===== src/rtl/cle_pkg.sv =====
// cle_pkg: image geometry, coordinate widths and shared types for the labeling engine front end.
package cle_pkg;
    localparam int IMG_W  = 32;
    localparam int IMG_H  = 32;
    localparam int ROM_AW = 7;
    localparam int XW     = $clog2(IMG_W);
    localparam int YW     = $clog2(IMG_H);
    localparam int CW     = $clog2(IMG_W * IMG_H);
    typedef enum logic [1:0] {IDLE, FETCH, STREAM, FLUSH} state_e;
    typedef struct packed {
        logic ul;
        logic u;
        logic ur;
        logic l;
    } nb_t;
endpackage


===== src/rtl/cle_line_buf.sv =====
// cle_line_buf: one-row pixel history producing the four causal neighbours of the current pixel.
module cle_line_buf
    import cle_pkg::*;
(
    input  logic          clk,
    input  logic          reset,
    input  logic          we_i,
    input  logic [XW-1:0] x_i,
    input  logic [YW-1:0] y_i,
    input  logic          pix_i,
    output logic [3:0]    nb_o
);
    logic [IMG_W-1:0] lb_q;
    logic             ul_q;
    logic [XW-1:0]    xp, xm;
    logic             top_ok, left_ok, right_ok;
    assign xp       = x_i + 1'b1;
    assign xm       = x_i - 1'b1;
    assign top_ok   = y_i != '0;
    assign left_ok  = x_i != '0;
    assign right_ok = x_i != XW'(IMG_W - 1);
    // lb holds the previous row at and right of x, and the current row left of x
    always_ff @(posedge clk) begin
        if (reset) begin
            lb_q <= '0;
            ul_q <= 1'b0;
        end else if (we_i) begin
            ul_q     <= lb_q[x_i];
            lb_q[x_i] <= pix_i;
        end
    end
    assign nb_o = nb_t'{
        ul: ul_q & top_ok & left_ok,
        u:  lb_q[x_i] & top_ok,
        ur: lb_q[xp] & top_ok & right_ok,
        l:  lb_q[xm] & left_ok
    };
endmodule


===== src/rtl/cle_pixel_streamer.sv =====
// cle_pixel_streamer: streams a packed binary image from a synchronous ROM as raster pixels with causal neighbours.
// Defining FG_COUNT_EN adds fg_count, a saturating count of foreground pixels accepted in the current frame.
module cle_pixel_streamer
    import cle_pkg::*;
#(
    parameter bit MSB_FIRST = 1'b1
) (
    input  logic              clk,
    input  logic              reset,
    input  logic              start,
    output logic [ROM_AW-1:0] rom_a,
    input  logic [7:0]        rom_q,
    output logic              pix_valid,
    input  logic              pix_ready,
    output logic              pix_data,
    output logic [XW-1:0]     pix_x,
    output logic [YW-1:0]     pix_y,
    output logic              nb_ul,
    output logic              nb_u,
    output logic              nb_ur,
    output logic              nb_l,
    output logic              pix_last,
    output logic              busy,
    output logic              done
`ifdef FG_COUNT_EN
    ,
    output logic [CW:0]       fg_count
`endif
);
    localparam logic [ROM_AW-1:0] ROM_LAST = '1;
    state_e            state_q;
    logic [ROM_AW-1:0] rom_a_q;
    logic [7:0]        cur_q, nxt_q;
    logic              nxt_v_q, fresh_q, wait_q, valid_q;
    logic [XW-1:0]     x_q;
    logic [YW-1:0]     y_q;
    logic              hs, last, byte_end, pix_bit;
    nb_t               nb;
    assign hs       = valid_q && pix_ready;
    assign last     = x_q == XW'(IMG_W - 1) && y_q == YW'(IMG_H - 1);
    assign byte_end = &x_q[2:0];
    assign pix_bit  = MSB_FIRST ? cur_q[~x_q[2:0]] : cur_q[x_q[2:0]];
    // fresh_q marks the cycle right after an address change, when rom_q is still stale
    always_ff @(posedge clk) begin
        if (reset) begin
            state_q <= IDLE;
            rom_a_q <= '0;
            cur_q   <= '0;
            nxt_q   <= '0;
            nxt_v_q <= 1'b0;
            fresh_q <= 1'b0;
            wait_q  <= 1'b0;
            valid_q <= 1'b0;
            x_q     <= '0;
            y_q     <= '0;
        end else begin
            fresh_q <= 1'b0;
            case (state_q)
                IDLE: if (start) begin
                    state_q <= FETCH;
                    rom_a_q <= '0;
                    wait_q  <= 1'b0;
                    x_q     <= '0;
                    y_q     <= '0;
                end
                FETCH: begin
                    wait_q <= 1'b1;
                    if (wait_q) begin
                        cur_q   <= rom_q;
                        valid_q <= 1'b1;
                        rom_a_q <= rom_a_q + 1'b1;
                        nxt_v_q <= 1'b0;
                        fresh_q <= 1'b1;
                        state_q <= STREAM;
                    end
                end
                STREAM: begin
                    if (!nxt_v_q && !fresh_q) begin
                        nxt_q   <= rom_q;
                        nxt_v_q <= 1'b1;
                    end
                    if (hs) begin
                        x_q <= x_q + 1'b1;
                        if (x_q == XW'(IMG_W - 1)) y_q <= y_q + 1'b1;
                        if (last) begin
                            valid_q <= 1'b0;
                            state_q <= FLUSH;
                        end else if (byte_end) begin
                            cur_q <= nxt_q;
                            if (rom_a_q != ROM_LAST) begin
                                rom_a_q <= rom_a_q + 1'b1;
                                nxt_v_q <= 1'b0;
                                fresh_q <= 1'b1;
                            end
                        end
                    end
                end
                FLUSH: state_q <= IDLE;
                default: state_q <= IDLE;
            endcase
        end
    end
    cle_line_buf u_lb (
        .clk   (clk),
        .reset (reset),
        .we_i  (hs),
        .x_i   (x_q),
        .y_i   (y_q),
        .pix_i (pix_bit),
        .nb_o  (nb)
    );
`ifdef FG_COUNT_EN
    logic [CW:0] fg_q;
    always_ff @(posedge clk) begin
        if (reset || (state_q == IDLE && start)) fg_q <= '0;
        else if (hs && pix_bit && !(&fg_q)) fg_q <= fg_q + 1'b1;
    end
    assign fg_count = fg_q;
`endif
    assign rom_a     = rom_a_q;
    assign pix_valid = valid_q;
    assign pix_data  = valid_q & pix_bit;
    assign pix_x     = x_q;
    assign pix_y     = y_q;
    assign nb_ul     = valid_q & nb.ul;
    assign nb_u      = valid_q & nb.u;
    assign nb_ur     = valid_q & nb.ur;
    assign nb_l      = valid_q & nb.l;
    assign pix_last  = valid_q & last;
    assign busy      = state_q != IDLE;
    assign done      = state_q == FLUSH;
endmodule


===== config.mk =====
export PLATFORM = sky130hd
export DESIGN_NAME = cle_pixel_streamer
export DESIGN_NICKNAME = d
export VERILOG_FILES = /design/src/rtl/cle_pkg.sv /design/src/rtl/cle_line_buf.sv /design/src/rtl/cle_pixel_streamer.sv
export SDC_FILE = /design/constraint.sdc
export NUM_CORES = 1
export LEC_CHECK = 0
export ABC_AREA = 1
export BUFFER_PORTS_ARGS = -buffer_cell sky130_fd_sc_hd__buf_2
export CORE_ASPECT_RATIO = 0.6
export CORE_MARGIN = 2
export CORE_UTILIZATION = 45
export CTS_BUF_LIST = sky130_fd_sc_hd__clkbuf_8
export DETAILED_ROUTE_END_ITERATION = 8
export PLACE_DENSITY_LB_ADDON = 0.2
export SYNTH_ARGS = -nofsm -noshare
export SYNTH_HDL_FRONTEND = slang
export SYNTH_SLANG_ARGS = --single-unit

===== constraint.sdc =====
create_clock -name clk -period 2.8 [get_ports clk]
set_input_delay 0.56 -clock clk [delete_from_list [all_inputs] [get_ports clk]]
set_output_delay 0.56 -clock clk [all_outputs]
set_load 0.005 [all_outputs]

### Yosys cells after proc, flatten, opt, wreduce, memory -nomap -nowiden

Cells that the tools add are included.

* $add $sub $neg: 4
* $lt $le $gt $ge: 5
* equality and inequality tests: 15
* muxes and demuxes: 53
* bitwise gates (word level): 13
* reduce and logical (&&, ||, !) cells: 24

Operators by type and width (count)
* $mux 7: 6
* $bwmux 32: 1
* $mux 8: 4
* $pmux 7 s3: 1
* $mux 1: 20
* $mux 5: 4
* $pmux 5 s2: 2
* $lt 5x6->1 const B: 3
* $ne 2x2->1 const B: 8
* $pmux 8 s2: 1
* $bmux 1 s5: 3
* $and 1x1->1: 12
* $reduce_and 4->1: 3
* $add 5x1->5 const B: 2
* $eq 5x5->1 const B: 2
* $reduce_bool 5->1: 2
* $mux 2: 4
* $pmux 1 s2: 4
* $pmux 2 s4: 1
* $reduce_bool 2->1: 4
* $add 7x1->7 const B: 1
* $ne 7x7->1 const B: 1
* $reduce_and 7->1: 1
* $reduce_and 2->1: 3
* 15 further kinds: 21

* flip-flop bits (word level): 72
* input port bits: 12
* output and inout port bits: 26
* word-level logic and storage cells: 126

### Longest topological paths before layout

* depth in word-level cells: 8
* depth in mapped cells: 14
* depth with buffers taken out: 13

### Modules after synthesis

Synthesis repeated with hierarchy kept, for this count alone.

* cells, all modules: 724
* area, all modules: 4843.4 sq um

Modules (own cells, without submodules)
* cle_line_buf: instances 1, cells each 419, area an instance 2652.5 sq um
* cle_pixel_streamer: instances 1, cells each 305, area an instance 2190.9 sq um

### Least setup slack after synthesis

Ideal clock, no wire load.

* kind: register to output
* from: register x_q[0], in the netlist pix_x[0]
* to: output port nb_l
* arrival: 1902 ps
* required time: 2240 ps
* slack: 338 ps
* stages on the path, launching flop included: 13
* path buffers: 4
* path through: dfxtp_1 -> inv_2 -> buf_6 -> buf_6 -> ha_1 -> buf_2 -> inv_1 -> buf_4 -> nand3_1 -> a21oi_1 -> o21ai_1 -> nor2_1 -> nor2_1

* longest elaborated chain between the ends: 5
* elaborated cells on any way between the ends: 6
* those cells by class: add/sub: 1; mux: 2; bitwise: 2; reduce/logical: 1

Ends and longest elaborated chain
* from (decl): RTL line cle_pixel_streamer.sv:35 `logic [XW-1:0] x_q;`
* from (signal assigned): RTL line cle_pixel_streamer.sv:83 `x_q <= x_q + 1'b1;`
* $sub 5x1->5: RTL line cle_line_buf.sv:18 `assign xm = x_i - 1'b1;`
* $bmux 1 s5: RTL line cle_line_buf.sv:36 `l: lb_q[xm] & left_ok`
* $mux 1 (not written as such): RTL line cle_line_buf.sv:36
* $and 1x1->1 *: RTL line cle_line_buf.sv:36
* $and 1x1->1 *: RTL line cle_pixel_streamer.sv:128 `assign nb_l = valid_q & nb.l;`
* to (decl): RTL line cle_pixel_streamer.sv:21 `output logic nb_l,`

Every way passes the cells marked *; elsewhere a longest branch is shown, timed or not. The select of a mux whose other input is x is not followed.

### Worst setup path in the final report

* from: register x_q[1], in the netlist pix_x[1]
* to: output port nb_ur

* longest elaborated chain between the ends: 6
* elaborated cells on any way between the ends: 7
* those cells by class: add/sub: 1; eq/ne: 1; mux: 2; bitwise: 3

Ends and longest elaborated chain
* $add 5x1->5: RTL line cle_line_buf.sv:17 `assign xp = x_i + 1'b1;`
* $bmux 1 s5: RTL line cle_line_buf.sv:35 `ur: lb_q[xp] & top_ok & right_ok,`
* $mux 1 (not written as such): RTL line cle_line_buf.sv:35
* $and 1x1->1: RTL line cle_line_buf.sv:35
* $and 1x1->1 *: RTL line cle_line_buf.sv:35
* $and 1x1->1 *: RTL line cle_pixel_streamer.sv:127 `assign nb_ur = valid_q & nb.ur;`
* to (decl): RTL line cle_pixel_streamer.sv:20 `output logic nb_ur,`

Marked as above.

==> flow_summary.ini <==
[outcome]
status = finished clean

[sta]
max_freq_mhz = 372.6
fin_ws_ns = 0.1161
relSlewSlack = 0.6450
fin_crit_ns = 2.684
hold_viol = 0
period_share = 0.9585
rsz0062_at_grt = yes
final_max_slew_viol_count = 0
setup_violations = 0
hold_slack_ns = 0.4384
clock_skew_ns = 0.01587
worstMarginPinSlew_ns = 0.5270

[worst_setup_path]
cp-start-kind = flip-flop
max_stage_delay_ns = 0.36
worstPathArrival_ns = 2.12
path_class = reg -> out
cp.required_ns = 2.24
cp_max_fo = 8
cp_cell_sequence = buf_6 -> inv_1 -> ha_4 -> clkinvlp_4 -> buf_2 -> nand3_1 -> nand3_1 -> nand3_1 -> nand2_1 -> nand2_1 -> nand2_1 -> nor2_1 -> buf_2
crit_path_top_delay_cell = dfxtp_2
cp-end-kind = primary output

[finish]
fill_cells = 1019
syn_to_final_growth_pct = 10.81
fin_util = 0.5085
sequential_cell_area_um2 = 1445
num_antenna_cells = 0
drive_gt1_frac = 0.1736
multi_input_area_um2 = 2586
num-nets-final = 743

[clock_tree]
cts_tree = done
cts-root-buf = clkbuf_8
clk_latency_ns = 0.37
clock_sinks = 72
cts_buffers = 9
htreeDepth = 3
clkTransAtPathRegs_ns = 0.08
cts_buffer_depth = 2

[logic_synthesis]
seq_area_frac_synth = 0.3202
synth_seq_cells = 72
syn-num-nets = 708
netlist_instances = 681
avgSynthCellArea_um2 = 6.611
synth_cell_type_count = 35
synth-warning-count = 0
netlist_area_um2 = 4502

[power]
power.density_nw_per_um2 = 743.1
vdd_ir_drop_max_mv = 0.2993
totalPowerFinal_uw = 3707
p_leak_uw = 0.002116

[routing]
ant_nets = 0
vias_per_cell = 5.320
totalWireLength_um = 12950
wire_per_inst_um = 15.14
drt-initial-drc-count = 378
num_vias = 4549
drt-pass1-iter-count = 5
drcViolationCount = 0

[grt]
first_global_vias = 4246
antenna_found_initial = 0
grt-ovfl-total = 0
grtUsageTotal = 0.2503
grt_max_degree = 40
grt_pass1_wl_um = 21250

[place]
post-place-ws_ns = 0.3438
gp_congestion = 0.9641
dpl.hpwl_um = 9317
io_buffers = 37

[die]
die_h_um = 81.48
die_w_um = 133.1
ioPinCount = 38
row_count = 28
dieArea_um2 = 10850
core_area_um2 = 9809
start_util = 0.4589

[min_path]
hold_class = in -> reg

[run]
maxCapViolCount = 0
[per-stage QoR]
stage / TNS, ns / area [um2] / cells
after CTS: 0 / 4947 / 853
after floorplan: 0 / 4502 / 681
final: 0 / 4989 / 855
after global placement: 0 / 4716 / 835
after detailed placement: 0 / 4716 / 835
after global routing: -0.05305 / 4989 / 855
[Yosys cell counts]
cell,n,area share
a211oi_1,1,0.0017
o211ai_2,1,0.0028
nor2_4,1,0.0025
a21oi_1,25,0.028
clkinv_2,1,0.0011
dfxtp_1,72,0.32
buf_2,4,0.0044
a31oi_1,8,0.011
o21ai_4,1,0.0036
a22oi_1,2,0.0033
o21ai_1,9,0.010
nand2_1,169,0.14
xor2_1,7,0.014
ha_1,15,0.042
nand3b_1,1,0.0017
a21boi_0,1,0.0017
o22ai_2,1,0.0028
buf_4,5,0.0083
nor3_4,1,0.0036
buf_6,12,0.030
and2_1,1,0.0014
nand3_1,76,0.084
o21ai_2,1,0.0019
nor2_1,86,0.072
nand2_2,4,0.0056
nor2_2,4,0.0056
o21ai_0,57,0.063
inv_4,1,0.0014
nand3_2,1,0.0022
xnor2_1,1,0.0019
clkbuf_1,8,0.0067
nor3_1,7,0.0078
a21oi_2,29,0.056
inv_2,6,0.0050
inv_1,62,0.052
[cells by family (layout without fill, tap and decap cells)]
logic type	after synthesis	count (layout)	synth area share
AND/OR/NAND/NOR	351	351	0.3274
AO/OA/AOI/OAI	136	136	0.1865
buffers and inverters	99	138	0.1087
flip-flops	72	72	0.3202
adder cells (fa/ha/maj)	15	15	0.04169
XOR/XNOR	8	8	0.01556
[sequential cells by signal (all words and copies together) (netlist names)]
register   flops
u_lb.lb_q     32
cur_q          8
nxt_q          8
rom_a          7
pix_x          5
pix_y          5
state_q        2
fresh_q        1
nxt_v_q        1
pix_valid      1
u_lb.ul_q      1
wait_q         1
[path summary, 6_finish.rpt]
check	startpoint	to	slack, ns	cells past startpoint
worst max-delay path	pix_x[1]	nb_ur	0.12	13
worst min-delay path	rom_q[2]	nxt_q[2]	0.44	3
worst max register to register	pix_x[1]	cur_q[7]	0.60	12
worst min register to register	nxt_q[3]	cur_q[3]	0.48	2
[routing by layer]
| layer | share of wire | vias to the layer above | global-route usage |
|---|---|---|---|
| li1 | - | 2275 | - |
| met2 | 0.39 | 154 | 0.3658 |
| met5 | 0 | - | 0 |
| met4 | 0.014 | 0 | 0.07766 |
| met3 | 0.073 | 13 | 0.05494 |
| met1 | 0.52 | 2107 | 0.3670 |
[cell type report]
| class | count | share of cell area |
|---|---|---|
| Sequential cell | 72 | 0.2897 |
| Inverter | 70 | 0.05418 |
| Timing Repair Buffer | 53 | 0.06471 |
| Multi-Input combinational cell | 510 | 0.5184 |
| Tap cell | 135 | 0.03386 |
| Clock inverter | 5 | 0.01154 |
| Clock buffer | 10 | 0.02759 |
[worst max-delay path, delay by kind of cell (launching register included)]
| family | cells | cell delay (ns) |
|---|---|---|
| buffers and inverters | 5 | 0.61 |
| adders and majority gates | 1 | 0.29 |
| DFF | 1 | 0.36 |
| and+or+nand+nor | 7 | 0.49 |
[layout by cell type (no fill, tap or decap), types with 2 or more instances in the layout]
| master | Yosys | layout |
|---|---|---|
| inv_1 | 62 | 62 |
| nand2_2 | 4 | 4 |
| clkbuf_8 | 0 | 10 |
| nor2_1 | 86 | 86 |
| a22oi_1 | 2 | 2 |
| buf_4 | 5 | 12 |
| a21oi_1 | 25 | 25 |
| xor2_1 | 7 | 7 |
| o21ai_0 | 57 | 56 |
| clkinvlp_4 | 0 | 3 |
| nand3_1 | 76 | 76 |
| a31oi_1 | 8 | 8 |
| nand2_1 | 169 | 169 |
| o21ai_1 | 9 | 10 |
| dfxtp_2 | 0 | 3 |
| nor2_2 | 4 | 4 |
| ha_1 | 15 | 13 |
| dfxtp_1 | 72 | 69 |
| buf_6 | 12 | 2 |
| inv_2 | 6 | 6 |
| nor3_1 | 7 | 7 |
| buf_2 | 4 | 38 |
| a21oi_2 | 29 | 29 |
[power breakdown]
group	internal, uW	switching [uW]
Clock	431	426
Sequential	1170	93.7
Combinational	486	1100
Total	2080	1620
[timing repair]
item | in CTS | in global routing
resized for setup | 1 | 8
hold buffers | 0 | 0
buffers inserted | 3 | 2
hold endpoints to repair | 0 | 0
endpoints found under the setup margin | 2 | 4
pin swaps | 0 | 1
No activity file was read; power rests on OpenSTA's default activity.
